### config.mk
export PLATFORM = sky130hd
export DESIGN_NAME = vga_fb_arbiter
export DESIGN_NICKNAME = d
export VERILOG_FILES = /design/src/rtl/vga_fb_arbiter.sv
export SDC_FILE = /design/constraint.sdc
export NUM_CORES = 1
export LEC_CHECK = 0
export ABC_AREA = 0
export CAP_MARGIN = 20
export CELL_PAD_IN_SITES_DETAIL_PLACEMENT = 1
export CELL_PAD_IN_SITES_GLOBAL_PLACEMENT = 1
export CORE_MARGIN = 10
export CORE_UTILIZATION = 29
export CTS_CLUSTER_SIZE = 40
export DETAILED_ROUTE_END_ITERATION = 8
export PLACE_DENSITY = 0.87
export SYNTH_ARGS = -nofsm -noshare
export SYNTH_HDL_FRONTEND = slang
export SYNTH_SLANG_ARGS = --single-unit
### constraint.sdc
create_clock -name clk -period 3.9 [get_ports clk]
set_clock_uncertainty 0.2 [all_clocks]
set_input_delay 0.975 -clock clk [delete_from_list [all_inputs] [get_ports clk]]
set_output_delay 0.975 -clock clk [all_outputs]
set_load 0.02 [all_outputs]
### src/rtl/vga_fb_arbiter.sv
// vga_fb_arbiter: shares one single-port framebuffer RAM between the display
// scan-out and a host write port. Display reads own every active even-column
// cycle; all other cycles are host slots that drain a one-entry write buffer.
// Pixels come out two cycles after their column is presented, with matching
// delayed blanking/sync strobes.
module vga_fb_arbiter #(
  parameter int H_ACTIVE = 640,
  parameter int V_ACTIVE = 480,
  parameter int FB_WORDS = 153600
) (
  input  logic        clk,
  input  logic        rst_n,
  input  logic [15:0] row,
  input  logic [15:0] col,
  input  logic        in_video,
  input  logic        hsync,
  input  logic        vsync,
  input  logic        host_valid,
  output logic        host_ready,
  input  logic [17:0] host_addr,
  input  logic [15:0] host_data,
  input  logic [1:0]  host_be,
  output logic [17:0] ram_addr,
  output logic        ram_we,
  output logic [1:0]  ram_be,
  output logic [15:0] ram_wdata,
  input  logic [15:0] ram_rdata,
  output logic [7:0]  pix,
  output logic        pix_de,
  output logic        pix_hsync,
  output logic        pix_vsync
);

  localparam logic [15:0] H_LIM    = 16'(H_ACTIVE);
  localparam logic [15:0] V_LIM    = 16'(V_ACTIVE);
  localparam logic [17:0] HALF_W   = 18'(H_ACTIVE / 2);
  localparam logic [18:0] FB_LIMIT = 19'(FB_WORDS);

  // Words per line is a constant, so the row multiply reduces to a fixed set
  // of shifted adds (two terms for a 640-pixel line).
  function automatic logic [17:0] line_base(input logic [15:0] r);
    logic [17:0] acc;
    acc = '0;
    for (int i = 0; i < 18; i++) begin
      if (HALF_W[i]) acc = acc + (18'(r) << i);
    end
    return acc;
  endfunction

  logic        active;
  logic        rd_cycle;
  logic        drain;
  logic        in_range;
  logic [17:0] rd_addr;

  logic        buf_full;
  logic [17:0] buf_addr;
  logic [15:0] buf_data;
  logic [1:0]  buf_be;
  logic [17:0] last_addr;

  logic [15:0] word;
  logic        rd_d1;
  logic        col0_d1;
  logic        active_d1;
  logic        hsync_d1;
  logic        vsync_d1;

  // Slot classification: even active columns read, everything else is host.
  always_comb begin
    active   = in_video && (col < H_LIM) && (row < V_LIM);
    rd_cycle = active && !col[0];
    rd_addr  = line_base(row) + {9'd0, col[9:1]};
    in_range = {1'b0, buf_addr} < FB_LIMIT;
    drain    = rst_n && buf_full && !rd_cycle;
    host_ready = rst_n && !buf_full;
  end

  // RAM command mux; idle host slots keep the last address on the bus.
  always_comb begin
    // NOTE: every output gets a default first so no path leaves it unassigned
    // and no latch is inferred.
    ram_we    = 1'b0;
    ram_be    = 2'b00;
    ram_addr  = last_addr;
    ram_wdata = buf_data;
    if (!rst_n) begin
      ram_addr  = '0;
      ram_wdata = '0;
    end else if (rd_cycle) begin
      ram_addr = rd_addr;
    end else if (drain && in_range) begin
      ram_we   = 1'b1;
      ram_be   = buf_be;
      ram_addr = buf_addr;
    end
  end

  // One-entry host write buffer: capture when empty, drain in the next host slot.
  always_ff @(posedge clk) begin
    // NOTE: sequential state uses non-blocking assignments so every register
    // samples pre-edge values regardless of statement order.
    if (!rst_n) begin
      // NOTE: the buffer payload is cleared too, because ram_wdata is driven
      // straight from it and must read zero out of reset.
      buf_full <= 1'b0;
      buf_addr <= '0;
      buf_data <= '0;
      buf_be   <= '0;
    end else if (drain) begin
      buf_full <= 1'b0;
    end else if (host_valid && host_ready) begin
      buf_full <= 1'b1;
      buf_addr <= host_addr;
      buf_data <= host_data;
      buf_be   <= host_be;
    end
  end

  // Remember the address presented this cycle so idle slots can hold it.
  always_ff @(posedge clk) begin
    if (!rst_n) last_addr <= '0;
    else        last_addr <= ram_addr;
  end

  // Two-stage display pipeline: read data arrives in stage 1, pixel in stage 2.
  always_ff @(posedge clk) begin
    if (!rst_n) begin
      rd_d1     <= 1'b0;
      col0_d1   <= 1'b0;
      active_d1 <= 1'b0;
      hsync_d1  <= 1'b0;
      vsync_d1  <= 1'b0;
      word      <= '0;
      pix       <= '0;
      pix_de    <= 1'b0;
      pix_hsync <= 1'b0;
      pix_vsync <= 1'b0;
    end else begin
      rd_d1     <= rd_cycle;
      col0_d1   <= col[0];
      active_d1 <= active;
      hsync_d1  <= hsync;
      vsync_d1  <= vsync;
      if (rd_d1) word <= ram_rdata;
      // Even pixel bypasses the word register since its data is on ram_rdata now.
      if (!active_d1)   pix <= 8'h00;
      else if (col0_d1) pix <= word[15:8];
      else              pix <= ram_rdata[7:0];
      pix_de    <= active_d1;
      pix_hsync <= hsync_d1;
      pix_vsync <= vsync_d1;
    end
  end

endmodule
======== Word-level counts from Yosys, hierarchy flattened ========
Index checks and enable logic that the tools add are counted.
word-level totals
  logic and storage cells ................. 47
  output and inout port bits .............. 49
  input bits .............................. 90
  bits in registers ....................... 87
operators by class
  magnitude comparators ................... 3
  reductions and logical operators ........ 14
  add/sub/neg operators ................... 2
  multiplexer cells ....................... 11
  bitwise logic cells ..................... 2
operator list
  kind                    count
  $mux W18                3
  $add A18 B18 Y18        1
  $add A18 B9 Y18         1
  $lt A18 B18 Y1 const B  1
  $lt A16 B10 Y1 const B  1
  $lt A16 B9 Y1 const B   1
  $mux W16                1
  $logic_and A1 B1 Y1     8
  $mux W8                 1
  $mux W2                 3
  $reduce_and A2 Y1       2
  $logic_not A1 Y1        3
  $mux W1                 3
  $not A1 Y1              2
  $reduce_or A2 Y1        1

======== Longest topological paths before layout ========
  word-level depth ........................ 10
  gate-level depth with buffers ........... 9
  mapped depth without buffers ............ 9

======== Worst setup path before layout ========
OpenSTA, ideal clock, no wires.
  path type ............................... in2out
  from .................................... in row[0]
  to ...................................... out ram_addr[16]
  slack ................................... -0.574 ns
  data arrival time ....................... 3.299 ns
  stages on the path ...................... 9
  path buffers ............................ 0
  cell sequence ........................... inv_1 fa_1 inv_1 ha_1 a211oi_1 o21bai_1 a221oi_1 xor2_1 a211oi_1
on the way
  longest elaborated chain between the ends .. 9
  elaborated cells on any way between the ends .. 11
  those cells by class .................... add/sub: 2; order compare: 1; mux: 3; reduce/logical: 5
ends and longest elaborated chain
  element                                                   RTL line  RTL
  start: declaration                                        13        input logic [15:0] row,
  branches (longest 7 deep; another with $add A18 B18 Y18)  n/a
  $mux W18 (*)                                              90        end else if (rd_cycle) begin
  $mux W18 (*)                                              87        if (!rst_n) begin
  end: declaration                                          23        output logic [17:0] ram_addr,
Every way passes the cells marked *.

======== Worst setup path in the final report ========
  from .................................... in row[2]
  to ...................................... out ram_addr[16]
Same word-level chain as after synthesis.

==> out/summary.log <==
INFO  global_routing grt_first_pass_wirelength=24890um
INFO  yosys          synth_common_cells=79 x dfxtp_1, 47 x nand2_1, 34 x o21ai_0, 30 x mux2i_1, 28 x a21oi_1
INFO  timing         fin_hold_viols=0
INFO  power          leakage=2.854nW
INFO  clock_network  clkSlewWorstSetupHoldPaths=0.06ns
INFO  clock_network  max-clock-path-buffers=2
INFO  die            rows=41
INFO  yosys          synth_most_common_cell=dfxtp_1
INFO  timing         max_slew_margin=56.67%
INFO  power          p_comb_share=25.7%
INFO  routing        vias_per_cell=4.958
INFO  critical_path  cp_num_buf_inv=4
INFO  routing        drt-initial-drc-count=123
INFO  layout         area_used_by_multi_input_combinational_logic=2690um2
INFO  critical_path  timing.critical_path.fanout_max=2
INFO  die            start_util=29.61%
INFO  global_routing initial_antenna_violation_count=0
INFO  layout         finish.instance_area=6997um2
INFO  yosys          synth_enable_flop_cells=0
INFO  clock_network  skew_pair_late_insertion_delay=0.33ns
INFO  routing        1st_pass_router_iterations=4
INFO  die            die-area=17820um2
INFO  placed_design  gpl.final_weighted_congestion=0.8724
INFO  die            placeable_core_region=12620um2
INFO  power          power.clock.fraction=37.7%
INFO  global_routing grt-ovfl-total=0
INFO  yosys          synth.avg_cell_area=9.135um2
INFO  layout         layout.core_utilization=55.44%
INFO  hold_path      timing.hold.worst.class=reg -> reg
INFO  routing        detail_route.wl_per_cell=20.61um
INFO  global_routing groute.usage.overall=17.48%
INFO  timing         setup_violating_endpoint_count_in_the_final_report=13
INFO  yosys          mappedNetlistNets=521
INFO  yosys          synth.ff_latch_count=79
INFO  routing        via_count=3976
INFO  layout         post_route_cells_drive_above_1_share=38.25%
INFO  critical_path  worstSetupPathType=in -> out
INFO  placed_design  dp_hpwl=10580um
INFO  critical_path  critPathArrivalTime=3.24ns
INFO  status         result_of_the_run=complete, but fails checks
INFO  routing        drt_wl_total=16530um
INFO  critical_path  critPathLaunchType=primary input
INFO  critical_path  worst-endpoint-required=2.72ns
INFO  layout         syn2layout_area_growth=87.27%
INFO  timing         clock.fmax=226.4MHz
INFO  clock_network  htreeDepth=3
INFO  hold_path      hold_path_origin=hsync_d1
INFO  critical_path  critical_path.top_delay_family=compound AO/OA/AOI/OAI gates
INFO  power          p_sw=0.0006284W
INFO  timing         period_needed=4.417ns
INFO  critical_path  critical_path_depth=11
INFO  power          irDropWorstVdd=0.2358mV
INFO  critical_path  regToRegStartpoint=buf_addr[14]
INFO  critical_path  critPathMaxStageDelay=0.59ns
INFO  timing         rsz0062_at_grt=yes
INFO  critical_path  rr_endpoint=last_addr[15]
INFO  die            die_x=133.5um
INFO  placed_design  placedInstanceArea=5803um2
INFO  critical_path  setup.worst_path.end_class=output port
INFO  timing         setup_slack=-0.5167ns
INFO  clock_network  buffer_type_at_the_clock_tree_root=clkbuf_16
INFO  status         violations_in_the_final_reports=negative setup slack
INFO  clock_network  cts_buf_count=9
INFO  yosys          yosys_warnings=0
INFO  critical_path  r2r_cell_count=5
INFO  routing        drc=0
INFO  yosys          post_synth_instance_area=3736um2
INFO  layout         final.fill_count=1369
INFO  power          fin_total_pwr=0.002353W
INFO  layout         final_nets=737
INFO  yosys          synth.lib_cells_used.distinct=46
INFO  critical_path  cp_slowest_cell=fa_2
INFO  global_routing first_global_vias=4645
INFO  hold_path      holdPathStages=1
INFO  clock_network  tritoncts_num_sinks=79
INFO  yosys          ys_seq_area_share=42.33%
INFO  die            ios=139
INFO  yosys          synthDominantAreaCellType=dfxtp_1
INFO  yosys          synth_cells=409
INFO  yosys          synthFlopType=dfxtp_1
INFO  clock_network  tritoncts=yes
INFO  timing         maxSlewViolCount=0
INFO  timing         worst_slew_pin_slew=0.6499ns
INFO  die            die_boundary_height=133.5um
INFO  routing        drt.antenna.violating_nets=0
INFO  timing         finalCritPeriodShare=113.2%
INFO  yosys          yosys.area.top_type_share=42.33%
INFO  run            max-cap-violations=0
INFO  yosys          post_synth_main_area_contributors=dfxtp_1 42%, mux2i_1 8.0%, ha_1 6.7%
INFO  power          power.sequential.fraction=36.6%
INFO  power          internal-power=0.001725W
INFO  hold_path      sink_of_the_worst_hold_path=pix_hsync
INFO  yosys          post_synth_arst_share=0%
INFO  power          p_per_area=336.3nW/um2
INFO  power          switching_share=26.70%
INFO  global_routing grt_max_degree=58
INFO  layout         area.sequential=1582um2
INFO  critical_path  cp_cell_sequence=buf_8, inv_8, fa_2, inv_2, ha_4, a211oi_4, o21bai_2, a221oi_2, xor2_2, a211oi_2, buf_4
INFO  layout         diodes=0
INFO  critical_path  ff2ff_setup_slack=1.59ns
INFO  placed_design  io_buffer_count=138
how the worst max path moves through the flow:
stage | from | end | slack, ns
floorplan | row[2] | ram_addr[16] | -0.19
global placement | row[2] | ram_addr[16] | -1.40
detailed placement | row[2] | ram_addr[15] | -1.52
CTS | row[0] | ram_addr[16] | -0.48
global route | row[2] | ram_addr[16] | -0.60
finish | row[2] | ram_addr[16] | -0.52
layout make-up:
| type | instances | area share [%] |
|---|---|---|
| multi-input cells | 295 | 38.45 |
| repair buffers | 228 | 30.54 |
| flip-flops and latches | 79 | 22.60 |
| clock buffers | 11 | 3.326 |
| well taps | 172 | 3.076 |
| clock inverters | 5 | 1.180 |
| inverters | 12 | 0.8226 |
per-layer routing:
metal | GRT usage, % | wire length, um | up-vias
li1 | - | - | 1877
met2 | 33.23 | 9094 | 131
met1 | 17.18 | 5909 | 1926
met4 | 7.437 | 580 | 0
met5 | 0 | 0 | -
met3 | 4.962 | 941 | 42
power by group through the flow:
| stage | registers (W) | clock network, W | logic [W] |
|---|---|---|---|
| finish | 0.000861 | 0.000887 | 0.000605 |
| floorplan | 0.000870 | 0 | 0.000214 |
| detailed placement | 0.000879 | 0 | 0.000447 |
| global placement | 0.000875 | 0 | 0.000429 |
| global route | 0.000865 | 0.000940 | 0.000644 |
| CTS | 0.000861 | 0.000905 | 0.000539 |
per-stage QoR:
stage | hold slack [ns] | cells | worst slack, ns | setup TNS [ns]
6_report | 0.2471 | 802 | -0.5167 | -3.434
5_1_grt | 0.2743 | 802 | -0.5952 | -4.178
4_1_cts | 0.2513 | 795 | -0.4827 | -3.104
3_5_place_dp | 0.2374 | 754 | -1.518 | -20.56
3_3_place_gp | 0.2190 | 754 | -1.404 | -19.40
2_1_floorplan | 0.2119 | 409 | -0.1891 | -0.4866
repair_timing:
| action | 4_1_cts | 5_1_grt |
|---|---|---|
| buffers inserted | 23 | 11 |
| hold buffers | 0 | 0 |
| hold endpoints to repair | 0 | 0 |
| gates resized for setup | 265 | 56 |
| cloned | 2 | 0 |
| endpoints found under the setup margin | 21 | 19 |
| pin swaps | 40 | 36 |
cell families (layout without fill, tap and decap cells):
family,after synthesis,after routing,synth area share (%)
muxes,46,46,12.86
AOI/OAI and AO/OA,99,99,16.24
xor gates and xnor gates,6,6,1.407
adders and majority gates,22,22,7.770
and+or+nand+nor,122,122,15.81
buffers and inverters,35,256,3.583
DFF,79,79,42.33
flip-flops by register name, indices dropped and copies added, names as in the netlist:
register	cells
buf_be	2
vsync_d1	1
pix_vsync	1
last_addr	18
buf_addr	18
buf_full	1
col0_d1	1
active_d1	1
pix_hsync	1
hsync_d1	1
rd_d1	1
pix	8
buf_data	16
word	8
pix_de	1
cell usage in the layout, fill, tap and decap left out, drive strengths merged, types with 3 or more instances in the layout:
cell type      count
nor4               8
mux2i             30
xnor2              3
o21ai             34
nor2              25
and2              22
buf              124
dfxtp             79
nand3              3
a221oi             3
inv               11
nor3               3
a21oi             28
mux2              16
clkinv             4
clkbuf            13
and3               4
a211oi             9
dlygate4sd2        6
clkdlybuf4s50     90
nand2             48
xor2               3
clkdlybuf4s15      5
a21o               5
ha                20
(Power assumes the default switching activity.)
==> patch, RTL diff (same settings) <==
`V_ACTIVE`: 480 -> 240.
--- a/src/rtl/vga_fb_arbiter.sv
+++ b/src/rtl/vga_fb_arbiter.sv
@@ -5,7 +5,7 @@
 // delayed blanking/sync strobes.
 module vga_fb_arbiter #(
   parameter int H_ACTIVE = 640,
-  parameter int V_ACTIVE = 480,
+  parameter int V_ACTIVE = 240,
   parameter int FB_WORDS = 153600
 ) (
   input  logic        clk,
Function: changed (a bounded check fails within 4 cycles, from zero or initial values and one cycle with rst_n low).
==> patch against the original RTL <==
The flow still finishes with violations (setup timing); design area fell by 3.9%; setup slack improved by 0.12 ns; sequential cell count stayed put; routed wire length grew 1.2%; total power down 3.3%; die area increased by 1.5%; first-iteration DRC count up 66%; synthesized area increased by 1.8%.
==> patch: results (changes against the original RTL) <==
Place
  – GPL Wtd Cong: 0.834 (-4.5%)
  – Placed cells: 757 (+0.40%)
  – Worst slack, placed: -1.32 ns (+0.198 ns)

Layout
  – Comb_multi_in: 293 (-0.68%)
  – Nets: 735 (-0.27%)
  – Share of cells above drive strength 1: 37.7% (-0.52 points)
  – Fillers: 1,445 (+5.6%)
  – Number of clock buffers in the layout: 12 (+1)
  – Seq cells: 79 (unchanged)

STA
  – Slew headroom: 55.5% (-1.1 points)
  – Final WS setup: -0.400 ns (+0.117 ns)
  – Setup TNS: -3.39 ns (+0.0430 ns)
  – Finish-stage setup viols: 18 (+5)

GRT
  – Vias in the first global route: 4,705 (+1.3%)

Power and ir drop
  – Cell internal pwr: 1.67 mW (-3.2%)
  – Pleak: 2.85 nW (about the same)

Setup path
  – Reg-to-Reg Start: buf_addr[11]
  – Top delay family on crit path: adder cells
  – Setup crit start: col[9]
  – Max incr delay on CP: 0.49 ns (-0.10 ns)
  – Crit Path Max Fanout: 4 (+2)
  – Critical Path AT: 3.13 ns (-0.11 ns)

Detailed routing
  – Number of DRC markers in iteration 0: 204 (+66%)
  – Via count: 4,000 (+0.60%)

Outcome
  – Violated checks: setup timing
  – Status: complete, but fails checks

Yosys
  – Synth top cells by count: dfxtp_1, nand2_1, nor2_1
  – Synthesized Nets: 522 (+0.19%)

Die
  – Die area: 18,100 um2 (+1.5%)
## patch: changes by cell type in the layout (fill, tap and decap cells not counted), moves of 5 or more
cell / change
clkbuf_2: +10
buf_4: +8
buf_6: -17
a21oi_2: -6
a211oi_1: +7
o21ai_4: -9
a21oi_1: -5
## patch: path summary, 6_finish.rpt
path / cells after the start / endpoint / slack, ns
max: 11 / ram_addr[17] / -0.40
min: 1 / pix_hsync / 0.25
max reg2reg: 6 / last_addr[13] / 1.64
min reg2reg: 1 / pix_hsync / 0.25
## patch: metal layers
metal | vias up | global-route usage (%) | part of all wire (%)
li1 | 1872 | - | -
met1 | 1938 | 17.0 | 36
met2 | 148 | 33.7 | 53
met3 | 40 | 6.64 | 7.2
met4 | 2 | 6.29 | 3.7
met5 | - | 0 | 0.11
## patch: what timing repair did
item,in CTS,in global routing
setup buffers,21,4
endpoints found under the setup margin,22,21
resized for setup,198,89
gates cloned,3,0
pin swaps,40,30
